**src/rtl/bus_arbiter_pkg.sv**
```systemverilog
// Shared definitions for the two-master bus arbiter:
// FSM state encodings, owner codes and the default burst limit.
package bus_arbiter_pkg;

    typedef enum logic [1:0] {
        ARB_IDLE = 2'b00,
        ARB_GNT0 = 2'b01,
        ARB_GNT1 = 2'b10
    } arb_state_t;

    localparam logic [1:0] OWN_IDLE = 2'b00;
    localparam logic [1:0] OWN_M0   = 2'b01;
    localparam logic [1:0] OWN_M1   = 2'b10;

    localparam int DEF_MAX_BURST = 4;

endpackage

```
**src/rtl/bus_arbiter_rr_pick.sv**
```systemverilog
// Combinational 2-way round-robin selector.
// pick=0 selects M0, pick=1 selects M1; a tie goes to the master != last.
module arb_rr_pick (
    input  logic i_req0,
    input  logic i_req1,
    input  logic i_last,
    output logic o_pick,
    output logic o_valid
);

    // Tie-break against the previous owner, otherwise take the lone requester
    always_comb begin
        o_valid = i_req0 | i_req1;
        if (i_req0 && i_req1) begin
            o_pick = ~i_last;
        end else begin
            o_pick = i_req1;
        end
    end

endmodule

```
**src/rtl/bus_arbiter.sv**
```systemverilog
// Two-master round-robin arbiter in front of the Bridge CPU-side port.
// Single-cycle bus: grant costs one IDLE cycle, then zero-latency beats.
module bus_arbiter
    import bus_arbiter_pkg::*;
#(
    parameter int MAX_BURST = DEF_MAX_BURST,
    parameter int AW        = 32,
    parameter int DW        = 32
) (
    input  logic          clk,
    input  logic          rst,
    input  logic          m0_req,
    input  logic          m0_lock,
    input  logic [AW-1:0] m0_addr,
    input  logic          m0_wen,
    input  logic [DW-1:0] m0_wdata,
    output logic [DW-1:0] m0_rdata,
    output logic          m0_ack,
    input  logic          m1_req,
    input  logic          m1_lock,
    input  logic [AW-1:0] m1_addr,
    input  logic          m1_wen,
    input  logic [DW-1:0] m1_wdata,
    output logic [DW-1:0] m1_rdata,
    output logic          m1_ack,
    output logic [AW-1:0] bus_addr,
    output logic          bus_wen,
    output logic [DW-1:0] bus_wdata,
    input  logic [DW-1:0] bus_rdata,
    output logic [1:0]    owner
);

    localparam logic [3:0] LP_CNT_MAX = 4'(MAX_BURST - 1);

    arb_state_t r_state;
    arb_state_t w_state_nxt;
    logic [3:0] r_beat_cnt;
    logic [3:0] w_cnt_nxt;
    logic       r_last;
    logic       w_last_nxt;
    logic       w_pick;
    logic       w_valid;
    logic       w_own0;
    logic       w_own1;

    arb_rr_pick u_pick (
        .i_req0  (m0_req),
        .i_req1  (m1_req),
        .i_last  (r_last),
        .o_pick  (w_pick),
        .o_valid (w_valid)
    );

    // State, beat counter and last-owner registers
    always_ff @(posedge clk) begin
        if (rst) begin
            r_state    <= ARB_IDLE;
            r_beat_cnt <= 4'd0;
            r_last     <= 1'b1;
        end else begin
            r_state    <= w_state_nxt;
            r_beat_cnt <= w_cnt_nxt;
            r_last     <= w_last_nxt;
        end
    end

    // Next-state: arbitration, burst limit, lock and early release
    always_comb begin
        w_state_nxt = r_state;
        w_cnt_nxt   = r_beat_cnt;
        w_last_nxt  = r_last;
        unique case (r_state)
            ARB_GNT0: begin
                if (m0_req) begin
                    if (m1_req && !m0_lock && r_beat_cnt == LP_CNT_MAX) begin
                        w_state_nxt = ARB_GNT1;
                        w_cnt_nxt   = 4'd0;
                        w_last_nxt  = 1'b0;
                    end else if (r_beat_cnt != LP_CNT_MAX) begin
                        w_cnt_nxt = r_beat_cnt + 4'd1;
                    end
                end else begin
                    w_state_nxt = m1_req ? ARB_GNT1 : ARB_IDLE;
                    w_cnt_nxt   = 4'd0;
                    w_last_nxt  = 1'b0;
                end
            end
            ARB_GNT1: begin
                if (m1_req) begin
                    if (m0_req && !m1_lock && r_beat_cnt == LP_CNT_MAX) begin
                        w_state_nxt = ARB_GNT0;
                        w_cnt_nxt   = 4'd0;
                        w_last_nxt  = 1'b1;
                    end else if (r_beat_cnt != LP_CNT_MAX) begin
                        w_cnt_nxt = r_beat_cnt + 4'd1;
                    end
                end else begin
                    w_state_nxt = m0_req ? ARB_GNT0 : ARB_IDLE;
                    w_cnt_nxt   = 4'd0;
                    w_last_nxt  = 1'b1;
                end
            end
            default: begin
                w_cnt_nxt = 4'd0;
                if (w_valid) begin
                    w_state_nxt = w_pick ? ARB_GNT1 : ARB_GNT0;
                end
            end
        endcase
    end

    // Datapath mux; reset forces every output idle so no write escapes
    always_comb begin
        w_own0    = !rst && r_state == ARB_GNT0 && m0_req;
        w_own1    = !rst && r_state == ARB_GNT1 && m1_req;
        bus_addr  = '0;
        bus_wen   = 1'b0;
        bus_wdata = '0;
        m0_rdata  = '0;
        m1_rdata  = '0;
        m0_ack    = w_own0;
        m1_ack    = w_own1;
        if (w_own0) begin
            bus_addr  = m0_addr;
            bus_wen   = m0_wen;
            bus_wdata = m0_wdata;
            m0_rdata  = bus_rdata;
        end else if (w_own1) begin
            bus_addr  = m1_addr;
            bus_wen   = m1_wen;
            bus_wdata = m1_wdata;
            m1_rdata  = bus_rdata;
        end
    end

    // Owner code straight from the registered state
    always_comb begin
        owner = OWN_IDLE;
        if (!rst) begin
            unique case (r_state)
                ARB_GNT0: owner = OWN_M0;
                ARB_GNT1: owner = OWN_M1;
                default:  owner = OWN_IDLE;
            endcase
        end
    end

endmodule
```
**config.mk**
```make
export PLATFORM = sky130hd
export DESIGN_NAME = bus_arbiter
export DESIGN_NICKNAME = d
export VERILOG_FILES = /design/src/rtl/bus_arbiter_pkg.sv /design/src/rtl/bus_arbiter_rr_pick.sv /design/src/rtl/bus_arbiter.sv
export SDC_FILE = /design/constraint.sdc
export NUM_CORES = 1
export LEC_CHECK = 0
export BUFFER_PORTS_ARGS = -buffer_cell sky130_fd_sc_hd__buf_2
export CORE_AREA = 2 2 118 120
export CTS_CLUSTER_DIAMETER = 60
export DETAILED_ROUTE_END_ITERATION = 10
export DIE_AREA = 0 0 120 122
export GPL_ROUTABILITY_DRIVEN = 0
export PLACE_DENSITY = 0.42
export SETUP_SLACK_MARGIN = 0.1
export SKIP_CTS_REPAIR_TIMING = 1
export SYNTH_ARGS = -nofsm -noshare
export SYNTH_HDL_FRONTEND = slang
export SYNTH_SLANG_ARGS = --single-unit
export TNS_END_PERCENT = 100
```
**constraint.sdc**
```tcl
create_clock -name clk -period 1.9 [get_ports clk]
set_clock_uncertainty 0.05 [all_clocks]
set_input_delay 0.57 -clock clk [delete_from_list [all_inputs] [get_ports clk]]
set_output_delay 0.57 -clock clk [all_outputs]
set_load 0.005 [all_outputs]
```
Yosys cells after proc, flatten, opt, wreduce, memory -nomap -nowiden. Index checks and enable logic that the tools add are counted.

$add $sub $neg: 1. Eq/ne operators: 6. Mux-type cells: 32. Bitwise operators: 2. Reductions and logical operators: 16.

Operators by type and width (number): 32-bit 2-to-1 mux (7); 4-bit 2-to-1 mux (5); 2-bit 2-to-1 mux (8); 1-bit logical AND (9); 1-bit 2-to-1 mux (8); 2-bit one-hot mux with 2 select lines (2); 4-bit one-hot mux with 2 select lines (1); 3-bit != test, second input constant (2); 3-bit AND reduction (2); 4-bit by 1-bit adder with 4-bit output, second input constant (1); 4-bit by 2-bit == test with 1-bit output, second input constant (1); 4-bit by 2-bit != test with 1-bit output, second input constant (1); 1-bit zero test (3); 3-bit nonzero test (1); 2-bit by 1-bit == test with 1-bit output, second input constant (1); 2-bit == test, second input constant (1); 1-bit one-hot mux with 2 select lines (1); 2-bit nonzero test (1); 1-bit NOT (1); 1-bit bitwise OR (1).

Register bits after elaboration: 7. Bits of input ports: 168. Output and inout bits: 133. Word-level logic and storage cells: 60.

Longest topological paths before layout.
Word-level depth: 6. Mapped depth: 8. Mapped depth without buffers: 6.

By module. From an unflattened synthesis, not the netlist that was laid out.

Cells, all modules: 205. Area total of the unflattened synthesis: 1579.0 um2.

Modules (own cells, without submodules): bus_arbiter (instances 1, cells each 203, area each 1565.3 um2, seq. area each 140.1 um2); arb_rr_pick (instances 1, cells each 2, area each 13.8 um2, seq. area each 0.0 um2).

Worst setup path before layout. Ideal clock, no wire load.

Kind: register to output. Start: register r_state[0]. End: output port bus_addr[0]. Arrival: 1.385 ns. Data required time: 1.280 ns. Path slack: -0.105 ns. Cell stages (with the launch flop): 9. Buffers on the path: 2. Cell sequence: dfxtp_1 > inv_1 > ha_1 > nand2_2 > nor2_2 > and2_4 > buf_8 > buf_8 > a22o_1.

Word-level cells in the longest chain between the ends: 5. Elaborated cells between the ends (all ways): 8. Those cells by class: eq/ne: 2; mux: 2; reduce/logical: 4.

RTL lines: start, declared (line bus_arbiter.sv:35) `arb_state_t r_state;`; start signal, assigned (line bus_arbiter.sv:61) `r_state <= w_state_nxt;`; 2-bit == test (line bus_arbiter.sv:115) `w_own1 = !rst && r_state == ARB_GNT1 && m1_req;`; 1-bit logical AND (2 in series) (line bus_arbiter.sv:115); 32-bit 2-to-1 mux (line bus_arbiter.sv:128) `end else if (w_own1) begin`; 32-bit 2-to-1 mux * (line bus_arbiter.sv:123) `if (w_own0) begin`; end, declared (line bus_arbiter.sv:26) `output logic [AW-1:0] bus_addr,`.

Every way passes the cells marked *; elsewhere a longest branch is shown, timed or not.

Worst setup path after layout.
Start: register r_state[0]. End: output port bus_addr[26].

Same word-level chain as after synthesis.

==> results.md <==
* Status: complete, but fails checks
* Failing checks: negative setup slack
* Kind of launch point of the worst setup path: flop
* Crit-path max FO at 23
* Path type of the worst setup path: flop to output port
* Library cells used by synthesis at 36
* Number of sinks handled by clock tree synthesis at 7
* Worst hold-check slack at 471.5 ps
* Post-layout power at 2.063 mW
* Critical path destination: bus_addr[26]
* Total wirelength of the detailed-routed design at 11.39 mm
* Yosys reg bits at 7
* Clock-pin slew on the worst setup and hold paths at 40 ps
* LEAKAGE at 2.373 nW
* Number of global-route vias before repair at 2389
* Buffer levels on the longest clock path at 2
* Max-slew headroom at 80.29%
* Number of nets in the synthesized netlist at 379
* Pin count of the biggest net entering global routing at 61
* Root Buffer Master: clkbuf_16
* Initial core utilization at 12.09%
* Fraction of layout cells with a size suffix above 1 at 71.71%
* Relative area change from synthesis to final layout at 136.9%
* PwrDens at 533.3 mW/mm2
* R2r worst-path depth at 7
* Most frequent cells in the layout: buf_2, a22o_1, and3_1
* Post-route minimum period at 2253 ps
* Number of core rows at 43
* Deepest level of the CTS H-tree at 1
* Required time at the endpoint of the critical path at 1280 ps
* Total congestion overflow after global routing at 0
* Simple-gate share of the synthesized area at 33.49%
* Worst-path cell chain: inv_2 -> ha_4 -> nand2_4 -> nor2_4 -> and2_4 -> buf_12 -> a22o_1 -> buf_2
* DR vias at 2898
* Compound-cell area share of the yosys netlist at 40.23%
* Routed WL per cell at 16.34 um
* Via-to-Cell Ratio at 4.158
* Mapped cell area at 0.001633 mm2
* Sum of negative setup slack at -39220 ps
* Count of max-cap constraint violations at 0
* Antenna violations before repair at 1
* Leading cell type in the layout, fill and taps excluded: buf_2
* Worst R2R Setup Slack at 170 ps
* DRC at 0
* Non-filler instance count after layout at 697
* Fin area at 0.003869 mm2
* Xor/xnor cell area share of the yosys netlist at 1.609%
* Worst-case vdd ir drop at 470.3 uV
* Average cell area after synthesis at 7.888 um2
* Placed wire-length estimate after detailed placement at 8.976 mm
* Hold violation total from the final report at 0
* Combinational family with the most area after synthesis: compound AO/OA/AOI/OAI gates
* Crit. Startpoint: r_state[0]$_SDFFE_PP0P_
* Warning count from the yosys run at 0
* Final Cycle Share at 118.6%
* Critical path endpoint category: output port
* Slew at the pin with the worst max-slew slack at 295.7 ps
* Post-synthesis sequential area ratio at 8.582%
* Global-route wire length before repair at 13.91 mm
* Die area at 0.01464 mm2
* Post-route setup slack at -353.3 ps
* Type of the worst min-delay path: flop to flop
* Overall fraction of global-route tracks in use at 12.12%
* Port-buffer cells at 300
* Setup slack at placement at -296.2 ps
* Terminus of the critical flop-to-flop path: r_last$_SDFFE_PP1P_
* Number of pins exceeding their max-slew limit in the final report at 0
* Final setup fails at 131
* Mux contribution to synthesized area at 1.839%
* CTS tree: yes
* Worst R2R Start: r_state[1]$_SDFFE_PP0P_
* Fmax at 443.8 MHz
* Vertical die dimension at 122 um
* Initial drt markers at 80
* Width of the die at 120 um
* Adder-cell area share of the yosys netlist at 3.065%
* IO Pins at 301
* Floorplan Core Area at 0.01350 mm2
* Final Core Density at 28.65%
* Cell type of the slowest stage on the worst timing path: dfxtp_4
* Delay of the slowest critical-path stage at 350 ps
* Post-Place Cell Area at 0.003472 mm2
* Synth Instances at 207
* Total instance count after detailed placement at 682
* Clock latency on the worst-skew pair at 240 ps
* Worst path arrival time at 1630 ps
* Count of antenna-violating nets left after detailed routing at 0
* First-pass detailed-route iteration total at 4
* Net count, final at 689
* Total CTS buffers at 3
* Setup repair after global routing missed its margin: true
power breakdown:
part / switching (mW) / internal [mW] / total [mW] / leakage (nW)
Combinational: 0.656 / 0.815 / 1.47 / 2.27
Clock: 0.0900 / 0.277 / 0.367 / 0.0409
Sequential: 0.0363 / 0.189 / 0.225 / 0.0583
Total: 0.782 / 1.28 / 2.06 / 2.37
logic make-up (layout without fill, tap and decap cells):
group / Yosys count / in the layout
AOI/OAI and AO/OA: 75 / 75
xor gates and xnor gates: 3 / 3
adders and majority gates: 4 / 4
muxes: 3 / 3
DFF: 7 / 7
and+or+nand+nor: 87 / 87
buffers and inverters: 28 / 337
other: 0 / 1
critical path: cells and delay by family (launching register included):
kind / cells / cell delay, ps
AND/OR/NAND/NOR: 3 / 380
flip-flops: 1 / 350
buffers and inverters: 3 / 360
adder cells (fa/ha/maj): 1 / 140
AO/OA/AOI/OAI: 1 / 160
area by class of cell:
| cell class | instances | area (um2) |
|---|---|---|
| antenna | 1 | 2.502 |
| tap | 180 | 225.2 |
| sequential | 7 | 147.6 |
| clock inverter | 1 | 5.005 |
| inverter | 3 | 13.76 |
| timing repair buffer | 330 | 1986 |
| clock buffer | 3 | 75.07 |
| multi-input combinational | 172 | 1414 |
| fill | 1490 | 9635 |
metal layers:
layer,global-route usage (%),routed length (um)
met3,2.528,859
met5,0,0
met4,1.985,56
met1,15.47,4719
met2,21.31,5752
synth_stat cells:
| cell | n | area [um2] |
|---|---|---|
| a211o_1 | 2 | 17.52 |
| a211oi_2 | 1 | 12.51 |
| a21oi_1 | 1 | 5.000 |
| a22o_1 | 65 | 569.3 |
| a311o_1 | 1 | 10.01 |
| a311oi_1 | 1 | 8.760 |
| and2_1 | 32 | 200.2 |
| and2_4 | 1 | 8.760 |
| and2b_1 | 1 | 7.510 |
| and3_1 | 32 | 200.2 |
| buf_2 | 5 | 25.02 |
| buf_4 | 1 | 7.510 |
| buf_8 | 6 | 90.09 |
| clkbuf_1 | 13 | 48.80 |
| dfxtp_1 | 7 | 140.1 |
| ha_1 | 4 | 50.05 |
| inv_1 | 3 | 11.26 |
| mux2i_1 | 3 | 30.03 |
| nand2_1 | 1 | 3.750 |
| nand2_2 | 1 | 6.260 |
| nand2_4 | 1 | 11.26 |
| nand2b_1 | 2 | 12.51 |
| nand3_1 | 1 | 5.000 |
| nor2_1 | 5 | 18.77 |
| nor2_2 | 1 | 6.260 |
| nor2_4 | 1 | 11.26 |
| nor2b_1 | 4 | 25.02 |
| nor3_1 | 1 | 5.000 |
| nor3b_2 | 1 | 12.51 |
| nor4_1 | 2 | 12.51 |
| o21a_1 | 1 | 7.510 |
| o21ai_0 | 1 | 5.000 |
| o22ai_2 | 1 | 12.51 |
| o31a_1 | 1 | 8.760 |
| xnor2_1 | 1 | 8.760 |
| xor2_1 | 2 | 17.52 |
sequential cells by signal (all words and copies together) (netlist names):
signal      flops
r_last          1
r_beat_cnt      4
r_state         2
worst min path at each step:
stage                                  startpoint                      end  cells past startpoint
after global routing      r_state[1]$_SDFFE_PP0P_  r_state[1]$_SDFFE_PP0P_                      2
after global placement    r_state[1]$_SDFFE_PP0P_  r_state[1]$_SDFFE_PP0P_                      2
after floorplan           r_state[1]$_SDFFE_PP0P_  r_state[1]$_SDFFE_PP0P_                      2
after CTS                 r_state[1]$_SDFFE_PP0P_  r_state[1]$_SDFFE_PP0P_                      2
final                     r_state[1]$_SDFFE_PP0P_  r_state[1]$_SDFFE_PP0P_                      2
after detailed placement  r_state[1]$_SDFFE_PP0P_  r_state[1]$_SDFFE_PP0P_                      2
No activity file was read; power rests on OpenSTA's default activity.
